**src/rtl/vga_timing_gen.sv**
```systemverilog
// -----------------------------------------------------------------------------
// vga_timing_gen
//   Parametrised raster timing generator. It derives a pixel tick from the
//   system clock, runs horizontal/vertical counters and decodes sync and blank
//   for any video mode described by the parameters. It also provides line and
//   frame start strobes, configurable sync polarity, and a delay line that
//   keeps sync/blank aligned with a downstream pixel pipeline. A run/stop FSM
//   stops only at a frame boundary, so a stop request never truncates a frame.
//
// Ports
//   i_clk          system clock
//   i_reset_n      asynchronous reset, active-low
//   i_enable       1 = run; 0 = stop at the end of the current frame
//   o_tick         pixel-tick strobe, one clock wide
//   o_x, o_y       horizontal / vertical counters
//   o_video_on     inside the visible area (delayed PIPE_DLY clocks)
//   o_hsync        horizontal sync (delayed PIPE_DLY clocks)
//   o_vsync        vertical sync (delayed PIPE_DLY clocks)
//   o_line_start   strobe on the tick where o_x == 0 (RUN only)
//   o_frame_start  strobe on the tick where o_x == 0 and o_y == 0 (RUN only)
//   o_running      FSM is in RUN
// -----------------------------------------------------------------------------
module vga_timing_gen #(
  parameter int CLK_DIV  = 4,
  parameter int H_ACTIVE = 640,
  parameter int H_FP     = 16,
  parameter int H_SYNC   = 96,
  parameter int H_BP     = 48,
  parameter int V_ACTIVE = 480,
  parameter int V_FP     = 10,
  parameter int V_SYNC   = 2,
  parameter int V_BP     = 33,
  parameter int H_POL    = 0,
  parameter int V_POL    = 0,
  parameter int PIPE_DLY = 0,
  parameter int COORD_W  = 10
) (
  input  logic               i_clk,
  input  logic               i_reset_n,
  input  logic               i_enable,
  output logic               o_tick,
  output logic [COORD_W-1:0] o_x,
  output logic [COORD_W-1:0] o_y,
  output logic               o_video_on,
  output logic               o_hsync,
  output logic               o_vsync,
  output logic               o_line_start,
  output logic               o_frame_start,
  output logic               o_running
);

  localparam int H_TOTAL = H_ACTIVE + H_FP + H_SYNC + H_BP;
  localparam int V_TOTAL = V_ACTIVE + V_FP + V_SYNC + V_BP;
  localparam int DIV_W   = (CLK_DIV > 1) ? $clog2(CLK_DIV) : 1;

  // Elaboration-time sanity checks on the mode description.
  if (CLK_DIV < 1) begin : g_bad_div
    $error("vga_timing_gen: CLK_DIV must be >= 1");
  end
  if (PIPE_DLY < 0 || PIPE_DLY > 15) begin : g_bad_dly
    $error("vga_timing_gen: PIPE_DLY must be in 0..15");
  end
  if (((H_TOTAL - 1) >> COORD_W) != 0 || ((V_TOTAL - 1) >> COORD_W) != 0) begin : g_bad_w
    $error("vga_timing_gen: COORD_W too narrow for H_TOTAL-1 / V_TOTAL-1");
  end

  localparam logic [DIV_W-1:0]   DIV_MAX = DIV_W'(CLK_DIV - 1);
  localparam logic [COORD_W-1:0] H_LAST  = COORD_W'(H_TOTAL - 1);
  localparam logic [COORD_W-1:0] V_LAST  = COORD_W'(V_TOTAL - 1);

  // Decode thresholds are one bit wider than the counters so that a sync
  // region ending exactly at H_TOTAL/V_TOTAL does not wrap to zero.
  localparam logic [COORD_W:0] H_VIS    = (COORD_W+1)'(H_ACTIVE);
  localparam logic [COORD_W:0] H_SYNC_S = (COORD_W+1)'(H_ACTIVE + H_FP);
  localparam logic [COORD_W:0] H_SYNC_E = (COORD_W+1)'(H_ACTIVE + H_FP + H_SYNC);
  localparam logic [COORD_W:0] V_VIS    = (COORD_W+1)'(V_ACTIVE);
  localparam logic [COORD_W:0] V_SYNC_S = (COORD_W+1)'(V_ACTIVE + V_FP);
  localparam logic [COORD_W:0] V_SYNC_E = (COORD_W+1)'(V_ACTIVE + V_FP + V_SYNC);

  localparam logic HS_ON = (H_POL != 0);
  localparam logic VS_ON = (V_POL != 0);

  typedef enum logic {
    S_IDLE,
    S_RUN
  } state_t;

  state_t             state_q, state_d;
  logic [DIV_W-1:0]   div_q;
  logic [COORD_W-1:0] x_q, x_d;
  logic [COORD_W-1:0] y_q, y_d;
  logic               run;
  logic               vid_c, hs_c, vs_c;

  // ---------------------------------------------------------------------------
  // Pixel-tick divider: free-running in every state; o_tick is registered so
  // it is high during the clock after the divider reaches its last count.
  // ---------------------------------------------------------------------------
  // NOTE: sequential state uses non-blocking (<=) so every register samples
  // pre-edge values regardless of block ordering.
  always_ff @(posedge i_clk or negedge i_reset_n) begin
    if (!i_reset_n) begin
      div_q  <= '0;
      o_tick <= 1'b0;
    end else begin
      o_tick <= (div_q == DIV_MAX);
      div_q  <= (div_q == DIV_MAX) ? '0 : div_q + DIV_W'(1);
    end
  end

  // ---------------------------------------------------------------------------
  // Run/stop FSM and raster counters.
  // ---------------------------------------------------------------------------
  always_ff @(posedge i_clk or negedge i_reset_n) begin
    if (!i_reset_n) begin
      state_q <= S_IDLE;
      x_q     <= '0;
      y_q     <= '0;
    end else begin
      state_q <= state_d;
      x_q     <= x_d;
      y_q     <= y_d;
    end
  end

  // NOTE: every variable gets a default before the case so no path leaves it
  // unassigned, which would otherwise infer a latch.
  always_comb begin
    state_d = state_q;
    x_d     = x_q;
    y_d     = y_q;
    if (o_tick) begin
      unique case (state_q)
        S_IDLE: begin
          // Counters are already 0 here: RUN is only left at the frame wrap.
          if (i_enable) state_d = S_RUN;
        end
        S_RUN: begin
          if (x_q == H_LAST) begin
            x_d = '0;
            if (y_q == V_LAST) begin
              y_d = '0;
              if (!i_enable) state_d = S_IDLE;
            end else begin
              y_d = y_q + COORD_W'(1);
            end
          end else begin
            x_d = x_q + COORD_W'(1);
          end
        end
        default: state_d = S_IDLE;
      endcase
    end
  end

  // ---------------------------------------------------------------------------
  // Decode (inactive outside RUN) and strobes.
  // ---------------------------------------------------------------------------
  assign run = (state_q == S_RUN);

  always_comb begin
    vid_c = run && ({1'b0, x_q} < H_VIS) && ({1'b0, y_q} < V_VIS);
    hs_c  = (run && ({1'b0, x_q} >= H_SYNC_S) && ({1'b0, x_q} < H_SYNC_E)) ? HS_ON : ~HS_ON;
    vs_c  = (run && ({1'b0, y_q} >= V_SYNC_S) && ({1'b0, y_q} < V_SYNC_E)) ? VS_ON : ~VS_ON;
  end

  assign o_line_start  = o_tick && run && (x_q == '0);
  assign o_frame_start = o_tick && run && (x_q == '0) && (y_q == '0);
  assign o_running     = run;
  assign o_x           = x_q;
  assign o_y           = y_q;

  // ---------------------------------------------------------------------------
  // Alignment delay for video_on/hsync/vsync, counted in i_clk cycles.
  // ---------------------------------------------------------------------------
  if (PIPE_DLY == 0) begin : g_no_dly
    assign o_video_on = vid_c;
    assign o_hsync    = hs_c;
    assign o_vsync    = vs_c;
  end else begin : g_dly
    // Each stage carries {video_on, hsync, vsync}.
    logic [2:0] pipe_q [PIPE_DLY];

    // NOTE: unlike a data memory, this short delay line is reset, because its
    // contents are driven straight onto sync pins and must be inactive.
    always_ff @(posedge i_clk or negedge i_reset_n) begin
      if (!i_reset_n) begin
        for (int i = 0; i < PIPE_DLY; i++) pipe_q[i] <= {1'b0, ~HS_ON, ~VS_ON};
      end else begin
        pipe_q[0] <= {vid_c, hs_c, vs_c};
        for (int i = 1; i < PIPE_DLY; i++) pipe_q[i] <= pipe_q[i-1];
      end
    end

    assign o_video_on = pipe_q[PIPE_DLY-1][2];
    assign o_hsync    = pipe_q[PIPE_DLY-1][1];
    assign o_vsync    = pipe_q[PIPE_DLY-1][0];
  end

endmodule

```
**config.mk**
```make
export PLATFORM = sky130hd
export DESIGN_NAME = vga_timing_gen
export DESIGN_NICKNAME = d
export VERILOG_FILES = /design/src/rtl/vga_timing_gen.sv
export SDC_FILE = /design/constraint.sdc
export NUM_CORES = 1
export LEC_CHECK = 0
export ABC_AREA = 1
export ABC_CLOCK_PERIOD_IN_PS = 3590
export CAP_MARGIN = 20
export CORE_MARGIN = 10
export CORE_UTILIZATION = 54
export CTS_CLUSTER_SIZE = 16
export DETAILED_ROUTE_END_ITERATION = 7
export PLACE_DENSITY = 0.84
export SLEW_MARGIN = 20
export SYNTH_ARGS = -nofsm -noshare
export SYNTH_HDL_FRONTEND = slang
export SYNTH_SLANG_ARGS = --single-unit
```
**constraint.sdc**
```tcl
create_clock -name i_clk -period 3.59 [get_ports i_clk]
set_clock_uncertainty 0.05 [all_clocks]
set_input_delay 0.359 -clock i_clk [delete_from_list [all_inputs] [get_ports i_clk]]
set_output_delay 0.359 -clock i_clk [all_outputs]
set_load 0.01 [all_outputs]
```
==> results.sh <==
export IMPL_dr_pass1_iters=4
export IMPL_synth_top_cell_by_area="dfrtp_1"
export IMPL_cts_setup_buffers=0
export IMPL_setup_tns_ns=0
export IMPL_crit_family="buffers and inverters"
export IMPL_yosys_warnings=0
export IMPL_timing_rr_end="o_y[9]"
export IMPL_r2r_cells=8
export IMPL_via_count=1271
export IMPL_ys_seq_elements=24
export IMPL_cp_end_kind="primary output"
export IMPL_cp_num_buf_inv=2
export IMPL_final_area_um2=1754
export IMPL_h_tree_depth=1
export IMPL_leakage_uw=0.0008285
export IMPL_synthTopCellsByArea="dfrtp_1, nand3_1, nand2_1, nor2_1, inv_1"
export IMPL_io_pins=30
export IMPL_synth_edf_count=0
export IMPL_hold_depth=1
export IMPL_clk_pin_slew_ns=0.12
export IMPL_slew_violations=0
export IMPL_yosysMostFrequentCell="dfrtp_1"
export IMPL_slew_headroom_pct=65.44
export IMPL_synth_top_area_share_pct=42.03
export IMPL_reg2reg_slack_ns=1.86
export IMPL_grt_max_degree=25
export IMPL_crit_slowest_cell="clkdlybuf4s50_1"
export IMPL_drv_cap=0
export IMPL_core_um2=2500
export IMPL_wl_per_cell_um=14.22
export IMPL_min_to="div_q[0]"
export IMPL_cts_hold_buffers=0
export IMPL_setup_violations=0
export IMPL_dieWidth_um=71.44
export IMPL_numCtsBuffers=3
export IMPL_drcViolationCount=0
export IMPL_critPathLaunchType="flip-flop"
export IMPL_crit_arrival_ns=2.16
export IMPL_fin_hold_ws_ns=0.3966
export IMPL_rsz0062_at_grt="false"
export IMPL_power_total_uw=394.6
export IMPL_areaGrowthSynthToFinish_pct=22.77
export IMPL_min_period_over_period_pct=71.49
export IMPL_synth_cell_area_um2=1429
export IMPL_final_nets=212
export IMPL_path_class="reg2out"
export IMPL_crit_path_max_incr_delay_ns=0.58
export IMPL_fin_util_pct=70.17
export IMPL_status="finished clean"
export IMPL_row_count=18
export IMPL_antenna_found_initial=0
export IMPL_start_util_pct=57.16
export IMPL_synth_async_reset_ratio_pct=100.0
export IMPL_critical_path_required_ns=3.18
export IMPL_synth_seq_area_share_pct=42.03
export IMPL_detail_route_antenna_nets=0
export IMPL_detailedPlacementHpwl_mm=2.542
export IMPL_cts_sinks=24
export IMPL_synth_nets=181
export IMPL_min_delay_path_class="reg2reg"
export IMPL_worst_pin_slew_ns=0.5184
export IMPL_syn_inst=173
export IMPL_grt_pass1_wl_mm=5.651
export IMPL_r2r_start="o_x[1]"
export IMPL_syn_avg_cell_area_um2=8.259
export IMPL_clkLatencyLatePin_ns=0.31
export IMPL_die_area_um2=5104
export IMPL_hold_violations=0
export IMPL_synth_cell_types=29
export IMPL_dr_first_iter_drc_count=111
export IMPL_post_route_min_period_ns=2.566
export IMPL_cellPowerDensity_nw_per_um2=224.9
export IMPL_place_area_um2=1727
export IMPL_diodes=0
export IMPL_grtUsageTotal_pct=13.17
export IMPL_drt_total_wl_mm=3.300
export IMPL_grt_pass1_vias=1208
export IMPL_layout_drive_gt1_share_pct=12.38
export IMPL_fp_dieH_um=71.44
export IMPL_hp_start="div_q[0]"
export IMPL_max_freq_mhz=389.7
export IMPL_ctsResizeCount=0
export IMPL_portBuffers=29
export IMPL_crit_cells=7
export IMPL_cts_tree="built"
export IMPL_vias_per_cell=5.478
export IMPL_path_cells="inv_1 -> ha_1 -> nand2_1 -> nor3_1 -> nand3_1 -> nor2_1 -> clkdlybuf4s50_1"
export IMPL_root_buffer="clkbuf_4"
export IMPL_critPathMaxFanout=5
export IMPL_place_gp_congestion=0.8467
export IMPL_synthFlopType="dfrtp_1"
export IMPL_overflow=0
export IMPL_ys_top_cells_by_count="dfrtp_1, nand2_1, nor2_1"
export IMPL_ir_drop_uv=211.5
export IMPL_clk_path_buf_depth=2
per-layer routing:
layer | GRT usage, % | wire length [µm]
met2 | 19.71 | 1561
met3 | 4.545 | 274
met5 | 0 | 0
met4 | 4.731 | 51
met1 | 17.09 | 1412
final cells by class:
cell class | count | area [µm²]
well taps | 30 | 37.54
repair buffers | 30 | 295.3
inverters | 21 | 78.83
multi-input cells | 124 | 719.4
flip-flops and latches | 24 | 600.6
clock buffers | 3 | 22.52
fillers | 189 | 745.7
sequential cells by signal, indices dropped and copies added, names as in the netlist:
signal	flops
o_y	10
o_x	10
o_running	1
o_tick	1
div_q	2
worst reg2reg max path, cell delays in order (launching register included):
cell and delay [ns]:
dfrtp_1 0.41, ha_1 0.25, nand3_2 0.11, nor2_4 0.14
nand2_4 0.08, nor2_4 0.26, nand2_1 0.17, nand2_1 0.12
nor2_2 0.04
metrics by stage:
stage          worst slack [ns]  cells
2_1_floorplan             1.984    173
3_3_place_gp              1.488    228
3_5_place_dp              1.388    228
4_1_cts                   1.009    231
5_1_grt                  0.8570    232
6_report                  1.024    232
placed cells by master (no fill, tap or decap), types with 3 or more instances in the layout:
cell type	instances
nand3_1	20
clkdlybuf4s50_1	28
inv_1	19
a21oi_2	3
nand2_1	23
o21ai_0	8
nor2_2	4
xor2_1	6
nor3_1	5
nor2_1	23
dfrtp_1	24
nand3_2	3
nand4_1	6
clkbuf_4	3
ha_1	5
nand2_2	3
nor2_4	4
how the worst max path moves through the flow:
stage / slack [ns] / start / end
2_1_floorplan: 1.98 / o_y[0] / o_frame_start
3_3_place_gp: 1.49 / o_y[0] / o_frame_start
3_5_place_dp: 1.39 / o_y[1] / o_frame_start
4_1_cts: 1.01 / o_y[0] / o_frame_start
5_1_grt: 0.86 / o_y[0] / o_frame_start
6_report: 1.02 / o_y[0] / o_frame_start
kinds of logic (layout without fill, tap and decap cells):
logic type / after synthesis / count (layout) / synth area share, %
xor gates and xnor gates: 6 / 6 / 3.678
and+or+nand+nor: 96 / 96 / 34.68
buffers and inverters: 25 / 54 / 7.618
AOI/OAI and AO/OA: 17 / 17 / 7.619
DFF: 24 / 24 / 42.03
adders and majority gates: 5 / 5 / 4.378
where the power goes:
group | internal, µW | switching (µW) | leakage [µW]
clock | 39.3 | 77.9 | 0.0000138
sequential | 270 | 0 | 0.000316
combinational | 2.03 | 5.13 | 0.000499
total | 312 | 83.0 | 0.000829
Note: power is estimated with default switching activity, not from simulation.
